[src/rtl/irq_ctrl.sv]
// irq_ctrl: memory-mapped interrupt controller for the device bridge.
// It latches device irq lines as pending, masks them, picks the lowest-index active
// source and drives a registered request with a source id toward CP0. CP0 takes the
// request with an int_ack pulse, and the handler ends it with an EOI write.
//
// Ports:
//   clk      system clock
//   reset    synchronous, active-high reset
//   addr     register select: 0 PEND (W1C), 1 MASK, 2 EDGE, 3 CTRL (bit0 write = EOI)
//   we       single-cycle register write strobe
//   datai    write data
//   datao    read data, combinational from addr
//   src      device irq lines, src[0] = timer
//   int_ack  one-cycle pulse from CP0 when the request is taken
//   int_req  registered interrupt request
//   int_id   id of the requested or in-service source
//
// Build option: define IRQ_CTRL_SYNC_EN to pass src through a 2-flop synchronizer
// before edge detect. This adds 2 cycles of source-to-request latency.
module irq_ctrl #(
  parameter int unsigned NSRC = 6
) (
  input  logic            clk,
  input  logic            reset,
  input  logic [3:2]      addr,
  input  logic            we,
  input  logic [31:0]     datai,
  output logic [31:0]     datao,
  input  logic [NSRC-1:0] src,
  input  logic            int_ack,
  output logic            int_req,
  output logic [2:0]      int_id
);

  typedef enum logic [1:0] {
    StIdle = 2'd0,
    StReq  = 2'd1,
    StServ = 2'd2
  } state_e;

  state_e          state_q, state_d;
  logic [NSRC-1:0] pend_q, pend_d;
  logic [NSRC-1:0] mask_q, edge_mode_q, src_q, src_s;
  logic [NSRC-1:0] set_v, clr_v, act;
  logic [2:0]      cur_id_q, cur_id_d, best;
  logic            any, ack_take, eoi, int_req_q;
  logic            wr_pend, wr_mask, wr_edge;
  logic            unused_datai;

  assign unused_datai = ^datai[31:NSRC];

`ifdef IRQ_CTRL_SYNC_EN
  logic [NSRC-1:0] sync1_q, sync2_q;

  always_ff @(posedge clk) begin
    if (reset) begin
      sync1_q <= '0;
      sync2_q <= '0;
    end else begin
      sync1_q <= src;
      sync2_q <= sync1_q;
    end
  end

  assign src_s = sync2_q;
`else
  assign src_s = src;
`endif

  assign wr_pend = we && (addr == 2'd0);
  assign wr_mask = we && (addr == 2'd1);
  assign wr_edge = we && (addr == 2'd2);
  assign eoi     = we && (addr == 2'd3) && datai[0];

  assign act = pend_q & mask_q;
  assign any = |act;

  // Lowest index wins: scan downward so the last hit is the smallest index.
  always_comb begin
    best = 3'd0;
    for (int i = NSRC - 1; i >= 0; i--) begin
      if (act[i]) best = 3'(i);
    end
  end

  // Edge mode sets only on a rising input; level mode sets while high.
  assign set_v = src_s & (~edge_mode_q | ~src_q);

  always_comb begin
    clr_v = '0;
    if (wr_pend) clr_v = datai[NSRC-1:0];
    for (int unsigned i = 0; i < NSRC; i++) begin
      if (ack_take && (cur_id_q == 3'(i))) clr_v[i] = 1'b1;
    end
  end

  // Set beats clear, so a level source that is still high re-pends next cycle.
  assign pend_d = set_v | (pend_q & ~clr_v);

  always_comb begin
    state_d  = state_q;
    cur_id_d = cur_id_q;
    ack_take = 1'b0;
    unique case (state_q)
      StIdle: begin
        if (any) begin
          state_d  = StReq;
          cur_id_d = best;
        end
      end
      StReq: begin
        if (!any) begin
          state_d  = StIdle;
          cur_id_d = best;
        end else if (int_ack) begin
          // Freeze the id CP0 just saw and retire that source.
          state_d  = StServ;
          ack_take = 1'b1;
        end else begin
          // Track best so a higher-priority source can pre-empt before ack.
          cur_id_d = best;
        end
      end
      StServ: begin
        if (eoi) state_d = StIdle;
      end
      default: state_d = StIdle;
    endcase
  end

  always_ff @(posedge clk) begin
    if (reset) begin
      state_q     <= StIdle;
      cur_id_q    <= 3'd0;
      int_req_q   <= 1'b0;
      pend_q      <= '0;
      mask_q      <= '0;
      edge_mode_q <= '0;
      src_q       <= '0;
    end else begin
      state_q   <= state_d;
      cur_id_q  <= cur_id_d;
      int_req_q <= (state_d == StReq);
      pend_q    <= pend_d;
      src_q     <= src_s;
      if (wr_mask) mask_q <= datai[NSRC-1:0];
      if (wr_edge) edge_mode_q <= datai[NSRC-1:0];
    end
  end

  assign int_req = int_req_q;
  // cur_id_q is loaded from the next-state id, so it is the registered int_id.
  assign int_id  = cur_id_q;

  always_comb begin
    datao = '0;
    unique case (addr)
      2'd0: datao[NSRC-1:0] = pend_q;
      2'd1: datao[NSRC-1:0] = mask_q;
      2'd2: datao[NSRC-1:0] = edge_mode_q;
      2'd3: datao = {16'b0, state_q, 9'b0, any, 1'b0, cur_id_q};
      default: datao = '0;
    endcase
  end

endmodule

[config.mk]
export PLATFORM = sky130hd
export DESIGN_NAME = irq_ctrl
export DESIGN_NICKNAME = d
export VERILOG_FILES = /design/src/rtl/irq_ctrl.sv
export SDC_FILE = /design/constraint.sdc
export NUM_CORES = 1
export LEC_CHECK = 0
export ABC_AREA = 1
export BUFFER_PORTS_ARGS = -buffer_cell sky130_fd_sc_hd__buf_2
export CAP_MARGIN = 10
export CORE_MARGIN = 1.5
export CORE_UTILIZATION = 46
export DETAILED_ROUTE_END_ITERATION = 12
export GPL_TIMING_DRIVEN = 0
export PLACE_DENSITY = 0.81
export REMOVE_ABC_BUFFERS = 1
export SLEW_MARGIN = 20
export SYNTH_ARGS = -nofsm -noshare
export SYNTH_HDL_FRONTEND = slang
export SYNTH_SLANG_ARGS = --single-unit
[constraint.sdc]
create_clock -name clk -period 1.3 [get_ports clk]
set_input_delay 0.13 -clock clk [delete_from_list [all_inputs] [get_ports clk]]
set_output_delay 0.13 -clock clk [all_outputs]
set_load 0.01 [all_outputs]
## Word-level counts from Yosys, hierarchy flattened

Cells that the tools add are included.

- Equality and inequality tests: 13
- Muxes and demuxes: 27
- Bitwise logic cells: 8
- Reductions and logical operators: 17

Operators with widths:

| kind | count |
|---|---|
| 2-to-1 mux 3 bit | 9 |
| one-hot mux 6 bit (4 select lines) | 1 |
| bitwise AND 6 bit | 3 |
| NOT 6 bit | 3 |
| OR 6 bit | 2 |
| logical AND 1 bit | 11 |
| 2-to-1 mux 10 bit | 1 |
| 2-to-1 mux 1 bit | 9 |
| 2-to-1 mux 2 bit | 4 |
| == test 2 x 1 -> 1 bit, second input constant | 3 |
| == test 2 bit, second input constant | 3 |
| == test 3 x 2 -> 1 bit, second input constant | 2 |
| == test 3 bit, second input constant | 2 |
| 2-to-1 mux 6 bit | 1 |
| one-hot mux 2 bit (3 select lines) | 1 |
| one-hot mux 3 bit (2 select lines) | 1 |
| OR reduction 6 bit | 1 |
| zero test 2 bit | 2 |
| == test 3 x 1 -> 1 bit, second input constant | 1 |
| zero test 3 bit | 1 |
| != test 3 bit, second input constant | 1 |
| AND reduction 3 bit | 1 |
| != test 2 bit, second input constant | 1 |
| nonzero test 2 bit | 1 |

- Bits in registers: 30
- Input bits: 44
- Output and inout bits: 36
- Word-level logic and storage cells: 72

## Logic depth before layout (Yosys ltp)

Gate-level depths: netlist of the first run.

- Depth after elaboration: 10
- Depth in mapped cells: 9
- Depth with buffers taken out: 9

## Worst setup path before layout of the first run

No wires, ideal clock.

- Path type: register to register
- Start: reg pend_q[1]
- End: reg cur_id_q[0], in the netlist int_id[0]
- Library setup time: 0.114 ns
- Data arrival time: 0.986 ns
- Data required time: 1.186 ns
- Path slack: 0.200 ns
- Stages on the path, launching flop included: 9
- Path buffers: 0
- Period minus slack after synthesis: 1.100 ns
- Cell sequence: dfxtp_1 -> nand2_2 -> nand2_4 -> nor2_8 -> nand2_4 -> nand2_4 -> nand3_4 -> nor2_1 -> nor2_2

- Cells in the longest elaborated chain, start to end: 6
- Elaborated cells between the ends (all ways): 11
- Classes of those cells: 2 x eq/ne; 6 x mux; 1 x bitwise; 2 x reduce/logical

Ends and longest elaborated chain:

| element | line | text |
|---|---|---|
| from (decl) | 42 | `logic [NSRC-1:0] pend_q, pend_d;` |
| from (signal assigned) | 144 | `pend_q <= pend_d;` |
| bitwise AND 6 bit (*) | 75 | `assign act = pend_q & mask_q;` |
| 2-to-1 mux 3 bit (2 in series) | 82 | `if (act[i]) best = 3'(i);` |
| 2-to-1 mux 3 bit | 115 | `end else if (int_ack) begin` |
| 2-to-1 mux 3 bit | 112 | `if (!any) begin` |
| one-hot mux 3 bit (2 select lines) | 104 | `unique case (state_q)` |
| to (signal assigned) | 142 | `cur_id_q <= cur_id_d;` |
| to (decl) | 45 | `logic [2:0] cur_id_q, cur_id_d, best;` |

Mark *: on every way between the ends. The rest lies on a longest branch, timed or not. The select of a mux whose other input is x is not followed.
A chain may end at the register's enable or synchronous reset.

## Final worst setup path of the first run

- Start: reg pend_q[2]
- End: out datao[4]

- Cells in the longest elaborated chain, start to end: 3

Ends and longest elaborated chain:

| element | line | text |
|---|---|---|
| bitwise AND 6 bit | 75 |  |
| OR reduction 6 bit | 76 | `assign any = \|act;` |
| one-hot mux 6 bit (4 select lines) | 157 | `unique case (addr)` |
| to (decl) | 28 | `output logic [31:0] datao,` |

No other way between the ends.

==> results.md, run 1 <==
* Die area at 3980 um2
* Critical path fanouts, max at 2
* Max Slew Vio Count at 0
* Dominant cell by count in the synthesized netlist: nand2_1
* Reg2reg setup slack at -0.01 ns
* Routed Antenna Nets at 0
* Hold Crit Class: input port to register
* Post-synthesis cell count at 231
* Largest family of logic cells by synthesized area: simple AND/OR/NAND/NOR gates
* GPL Wtd Cong at 0.939
* Crit path from: pend_q[2]
* Reg2reg start: pend_q[2]
* WHS Endpoint: src_q[5]
* Port buffer count at 29
* Drt wl/cell at 11.7 um
* Worst Skew at 0.0106 ns
* Post-Syn Area at 1660 um2
* Critical path class: register to primary output
* DRT Wirelength at 3770 um
* Hold Fails Final Rpt at 0
* I/O pin count at 80
* Vias in the first global route at 1371
* Ys flop type: dfxtp_1
* Mux cell area share after synthesis at 0%
* Area contributors post-synth: dfxtp_1 36%, nand2_1 14%, buf_4 11%
* Top cell type's share of synthesized area at 36.2%
* Clock slew seen by the registers of the worst setup and hold paths at 0.10 ns
* Initial antenna violation count at 0
* Htree depth at 2
* GRT overflow at 0
* Insertion delay to the later sink of the worst-skew pair at 0.34 ns
* Flops & latches, synth at 30
* Clk sink count at 30
* Xor-xnor portion of the synthesized cell area at 0%
* Syn_area_per_cell at 7.18 um2
* Hold Path Cell Cnt at 3
* Placed instance area at 1730 um2
* CTS buffer count at 5
* Async set-reset flop share out of synthesis at 0%
* Compound-cell area share of the yosys netlist at 9.20%
* DIE WIDTH at 63.1 um
* Nets at 318
* Root buf cell: clkbuf_4
* Area share of fa/ha/maj cells after synthesis at 0%
* Total Power at 2.42 mW
* Crit start category: register
* Largest net degree at the start of global routing at 18
* Simple-Gate Fraction of Synth Area at 36.5%
* Vias at 1575
* Final period utilization at 112%
* Post-route setup slack at -0.159 ns
* Drt pass-1 iters at 4
* Setup-failing EPs final at 3
* Core Rows at 21
* TritonCTS clock tree: done
* Area Growth Syn to Fin at 21.6%
* Fin area at 2020 um2
* Leakage at 0.982 nW
* EDFF count, synth at 0
* Worst Setup End Kind: primary output
* Fraction of layout cells with a size suffix above 1 at 29.8%
* R2R depth at 10
* Hpwl dp at 2570 um
* Failing checks: setup timing
* Max-cap violations at 0
* Drc violations at 0
* Pwr dens at 1200 nW/um2
* Via/cell ratio at 4.91
* Worst flop-to-flop path endpoint: int_id[0]
* DR iter-0 viols at 66
* Clk buf depth at 2
* Die height at 63.1 um
* Dominant cell type by area after synthesis: dfxtp_1
* Status: complete, but fails checks
* Post-route minimum period at 1.46 ns
* Hold wc startpoint: src[5]
* Synth cell count leaders: 64 x nand2_1, 30 x dfxtp_1, 25 x buf_4, 22 x inv_1
* First-pass GRT wire length at 6050 um
* Highest clock rate at 0.685 GHz
* Post-synthesis sequential area ratio at 36.2%
* Number of distinct library cells after synthesis at 24
* Worst IR drop on VDD at 0.751 mV
* GRT Util Overall at 19.4%
* Syn. warnings at 0
* ANT cells at 0
* Required time worst endpoint at 1.17 ns
* Initial Util at 48.9%
* RSZ-0062 raised after global routing: true
* Crit path arrival time at 1.33 ns
* Core footprint at 3390 um2
## per-layer routing
metal	track usage, %	part of all wire [%]	wire, um
met4	7.50	1.3	50
met1	25.4	45	1690
met2	30.6	48	1800
met3	4.82	6.2	235
met5	0	0	0
## kinds of logic after synthesis
logic type | after synthesis
AO/OA/AOI/OAI | 26
AND/OR/NAND/NOR | 123
buffers and inverters | 51
flip-flops | 30
other | 1
## cell usage in the layout, fill, tap and decap left out, drive strengths merged
master	netlist	layout
nand2	73	73
buf	27	39
dfxtp	30	30
conb	1	24
inv	22	22
nor2	22	22
a21oi	16	16
nand3	15	15
nand4	12	12
clkbuf	2	6
o2111ai	4	4
o21ai	3	3
dlygate4sd3	0	3
o211ai	2	2
bufinv	0	2
a21boi	1	1
nor3	1	1
## state kept, by name (all words and copies together) (netlist names)
| register | flops |
|---|---|
| pend_q | 6 |
| edge_mode_q | 6 |
| int_id | 3 |
| src_q | 6 |
| int_req | 1 |
| state_q | 2 |
| mask_q | 6 |
## critical path, stage by stage (launching register included)
cell,delay (ns)
dfxtp_2,0.35
nand2_4,0.08
nand2_4,0.07
nor2_8,0.12
nand2_4,0.06
nand2_2,0.06
o2111ai_2,0.08
buf_2,0.15
## worst max-delay path by stage
stage / to / cells past startpoint
after floorplan: int_id[0] / 8
after global placement: mask_q[1] / 6
after detailed placement: mask_q[1] / 6
after CTS: datao[4] / 7
after global routing: datao[4] / 7
final: datao[4] / 7
## power breakdown
| part | total [mW] | switching, mW | internal [mW] |
|---|---|---|---|
| Sequential | 1.03 | 0.0450 | 0.981 |
| Clock | 0.991 | 0.340 | 0.651 |
| Combinational | 0.403 | 0.254 | 0.149 |
| Total | 2.42 | 0.639 | 1.78 |
## stage by stage
stage               utilization [%]  TNS (ns)  hold WS [ns]  cells  setup slack (ns)
floorplan                         -         0         0.199    225             0.200
global placement               51.2         0         0.355    300            0.0123
detailed placement             51.2   -0.0474         0.357    300           -0.0282
CTS                            58.1    -0.249       0.00215    319            -0.149
global route                   59.5    -0.572        0.0100    321            -0.243
finish                         59.5    -0.174       0.00512    321            -0.159
## layout make-up
cell class / count / area (um2)
Timing Repair Buffer: 42 / 254
Fill cell: 342 / 1370
Inverter: 22 / 82.6
Clock buffer: 6 / 51.3
Sequential cell: 30 / 617
Multi-Input combinational cell: 173 / 895
Tap cell: 46 / 57.6
Clock inverter: 2 / 60.1
## what timing repair did
action | CTS | global route
hold buffers | 3 | 0
setup endpoints to repair | 4 | 10
setup buffers | 8 | 4
pin swaps | 5 | 6
endpoints found under the hold margin | 3 | 0
gates resized for setup | 16 | 9
Note: power is estimated with default switching activity, not from simulation.
==> inputs of run 2 (changes only) <==
--- a/config.mk
+++ b/config.mk
@@ -8,11 +8,13 @@
 export ABC_AREA = 1
 export BUFFER_PORTS_ARGS = -buffer_cell sky130_fd_sc_hd__buf_2
 export CAP_MARGIN = 10
+export CELL_PAD_IN_SITES_DETAIL_PLACEMENT = 1
+export CELL_PAD_IN_SITES_GLOBAL_PLACEMENT = 1
 export CORE_MARGIN = 1.5
-export CORE_UTILIZATION = 46
+export CORE_UTILIZATION = 31
 export DETAILED_ROUTE_END_ITERATION = 12
 export GPL_TIMING_DRIVEN = 0
-export PLACE_DENSITY = 0.81
+export PLACE_DENSITY = 0.8
 export REMOVE_ABC_BUFFERS = 1
 export SLEW_MARGIN = 20
 export SYNTH_ARGS = -nofsm -noshare
==> run 2 against run 1 <==
Net effect: the flow still finishes with violations (setup timing); register-to-register slack is essentially flat; cell count grew 5.9%; first-iteration DRC count shrank 65%; clock skew shrank 0.0063 ns; largest cell class unchanged; via count shrank 1.7%; critical path depth is the same; worst setup slack gained 0.052 ns; global-route usage shrank 3.9 points; wire length grew 18%; count of clock-buffer cells in the layout grew 2; sequential share of layout area grew 0.54 points.
==> results.md, run 2 (synthesis gave the netlist of run 1 again) <==
* CP max stage cell: dfxtp_2 (unchanged)
* GPL Wtd Cong at 0.809 (was 0.939)
* Drt wl/cell at 13.1 um (was 11.7 um)
* Hold Crit Class: input port to register (unchanged)
* Drc violations at 0 (unchanged)
* Crit path arrival time at 1.28 ns (was 1.33 ns)
* CTS buffer count at 5 (unchanged)
* Port buffer count at 29 (unchanged)
* Stages on the worst setup path at 7 (unchanged)
* Area Growth Syn to Fin at 19.2% (was 21.6%)
* Via/cell ratio at 4.55 (was 4.91)
* Failing checks: setup timing (unchanged)
* Core Rows at 26 (was 21)
* TritonCTS clock tree: done (unchanged)
* Most common cell after layout, fill and taps aside: nand2_1 (unchanged)
* Worst Setup End Kind: primary output (unchanged)
* Routed Antenna Nets at 0 (unchanged)
* Highest clock rate at 0.711 GHz (was 0.685 GHz)
* Worst IR drop on VDD at 0.685 mV (was 0.751 mV)
* Fin area at 1980 um2 (was 2020 um2)
* Clock slew seen by the registers of the worst setup and hold paths at 0.06 ns (was 0.10 ns)
* Placed instance area at 1760 um2 (was 1730 um2)
* Hold_buf cts at 0 (was 3)
* Setup-failing EPs final at 5 (was 3)
* Initial antenna violation count at 0 (unchanged)
* Post-route setup slack at -0.107 ns (was -0.159 ns)
* Critical path fanouts, max at 3 (was 2)
* Htree depth at 2 (unchanged)
* Clk buf depth at 2 (unchanged)
* Nets at 313 (was 318)
* RSZ-0062 raised after global routing: true (unchanged)
* R2R depth at 10 (unchanged)
* Leakage at 0.949 nW (was 0.982 nW)
* Crit path from: pend_q[1] (was pend_q[2])
* Cell mode on critical path: nand2_4 (unchanged)
* Root buf cell: clkbuf_8 (was clkbuf_4)
* DIE WIDTH at 76.2 um (was 63.1 um)
* Fraction of layout cells with a size suffix above 1 at 28.9% (was 29.8%)
* Pwr dens at 1170 nW/um2 (was 1200 nW/um2)
* Slowest cell delay on critical path at 0.35 ns (about the same)
* Vias at 1548 (was 1575)
* First-pass GRT wire length at 7090 um (was 6050 um)
* Die area at 5800 um2 (was 3980 um2)
* Max Slew Vio Count at 0 (unchanged)
* Drt pass-1 iters at 4 (unchanged)
* Reg2reg start: pend_q[1] (was pend_q[2])
* Critical path class: register to primary output (unchanged)
* Max-cap violations at 0 (unchanged)
* Worst path top cell family by delay: simple AND/OR/NAND/NOR gates (unchanged)
* Vias in the first global route at 1519 (was 1371)
* Insertion delay to the later sink of the worst-skew pair at 0.28 ns (was 0.34 ns)
* Hold Path Cell Cnt at 3 (unchanged)
* ANT cells at 0 (unchanged)
* Largest net degree at the start of global routing at 18 (unchanged)
* DR iter-0 viols at 23 (was 66)
* Status: complete, but fails checks (unchanged)
* Hold Fails Final Rpt at 0 (unchanged)
* Final period utilization at 108% (was 112%)
* Required time worst endpoint at 1.17 ns (about the same)
* Clk sink count at 30 (unchanged)
* I/O pin count at 80 (unchanged)
* GRT overflow at 0 (unchanged)
* WP buf/inv at 1 (unchanged)
* Hpwl dp at 3190 um (was 2570 um)
* Hold wc startpoint: src[5] (unchanged)
* Worst-path cell chain: nand2_4, nand2_4, nor2_8, nand2_4, nand2_2, o2111ai_2, buf_2 (unchanged)
* Post-route minimum period at 1.41 ns (was 1.46 ns)
* Initial Util at 32.3% (was 48.9%)
* Crit start category: register (unchanged)
* GRT Util Overall at 15.5% (was 19.4%)
* Hold Slack at 0.0670 ns (was 0.00512 ns)
* Worst Skew at 0.00432 ns (was 0.0106 ns)
* Commonest cells after routing, fill and taps aside: 61 x nand2_1, 29 x buf_2, 24 x conb_1, 21 x inv_1, 18 x dfxtp_1 (was 61 x nand2_1, 29 x buf_2, 24 x conb_1, 21 x inv_1, 19 x dfxtp_1)
* Die height at 76.2 um (was 63.1 um)
* DRT Wirelength at 4440 um (was 3770 um)
* Core footprint at 5140 um2 (was 3390 um2)
## run 2: cell types whose count changed in the layout (fill, tap and decap cells not counted)
cell           before  now
clkbuf_4            5    0
nor2_1             14   16
clkbuf_8            1    8
dfxtp_4             1    0
dlygate4sd3_1       3    0
dfxtp_1            19   18
buf_4               9    8
nor2_2              4    2
dfxtp_2            10   12
nand3_4             2    1
bufinv_16           2    0
nand3_1            13   14
buf_6               1    0
## run 2: final timing paths
| kind | endpoint | slack [ns] |
|---|---|---|
| worst max-delay path | datao[4] | -0.11 |
| worst min-delay path | src_q[5] | 0.07 |
| worst max register to register | int_id[0] | -0.01 |
| worst min register to register | pend_q[0] | 0.47 |
## run 2: final cells by class
cell class | count | area (um2)
clock buffers | 8 | 110
fillers | 699 | 3160
inverters | 22 | 82.6
multi-input cells | 173 | 877
flip-flops and latches | 30 | 616
well taps | 70 | 87.6
repair buffers | 37 | 205
## run 2: power by group
| part | leakage, nW | switching, mW | internal [mW] |
|---|---|---|---|
| combinational | 0.641 | 0.251 | 0.130 |
| sequential | 0.251 | 0.0506 | 0.984 |
| clock | 0.0575 | 0.367 | 0.534 |
## run 2: through the flow
step | utilization (%) | instances | setup TNS [ns] | total power [mW] | setup WS [ns]
after floorplan | - | 225 | 0 | 1.26 | 0.200
after global placement | 34.3 | 324 | -0.368 | 1.38 | -0.0668
after detailed placement | 34.3 | 324 | -0.306 | 1.39 | -0.0638
after CTS | 37.5 | 336 | -0.137 | 2.31 | -0.112
after global routing | 38.5 | 340 | -0.614 | 2.43 | -0.149
final | 38.5 | 340 | -0.153 | 2.32 | -0.107
## run 2: layer usage
metal | part of all wire (%) | global-route usage (%) | vias up
met3 | 4.3 | 3.83 | 6
li1 | - | - | 776
met1 | 45 | 19.2 | 730
met5 | 0 | 0 | -
met2 | 49 | 26.3 | 36
met4 | 1.2 | 5.00 | 0
## run 2: timing repair
item / in CTS / in global routing
setup buffers: 4 / 4
pin swaps: 5 / 4
resized for setup: 12 / 8
endpoints found under the setup margin: 4 / 13
## run 2: worst register-to-register path: cells and delay by family (launching register included)
| family | cells | cell delay [ns] |
|---|---|---|
| buffers and inverters | 1 | 0.16 |
| and+or+nand+nor | 9 | 0.75 |
| DFF | 1 | 0.35 |
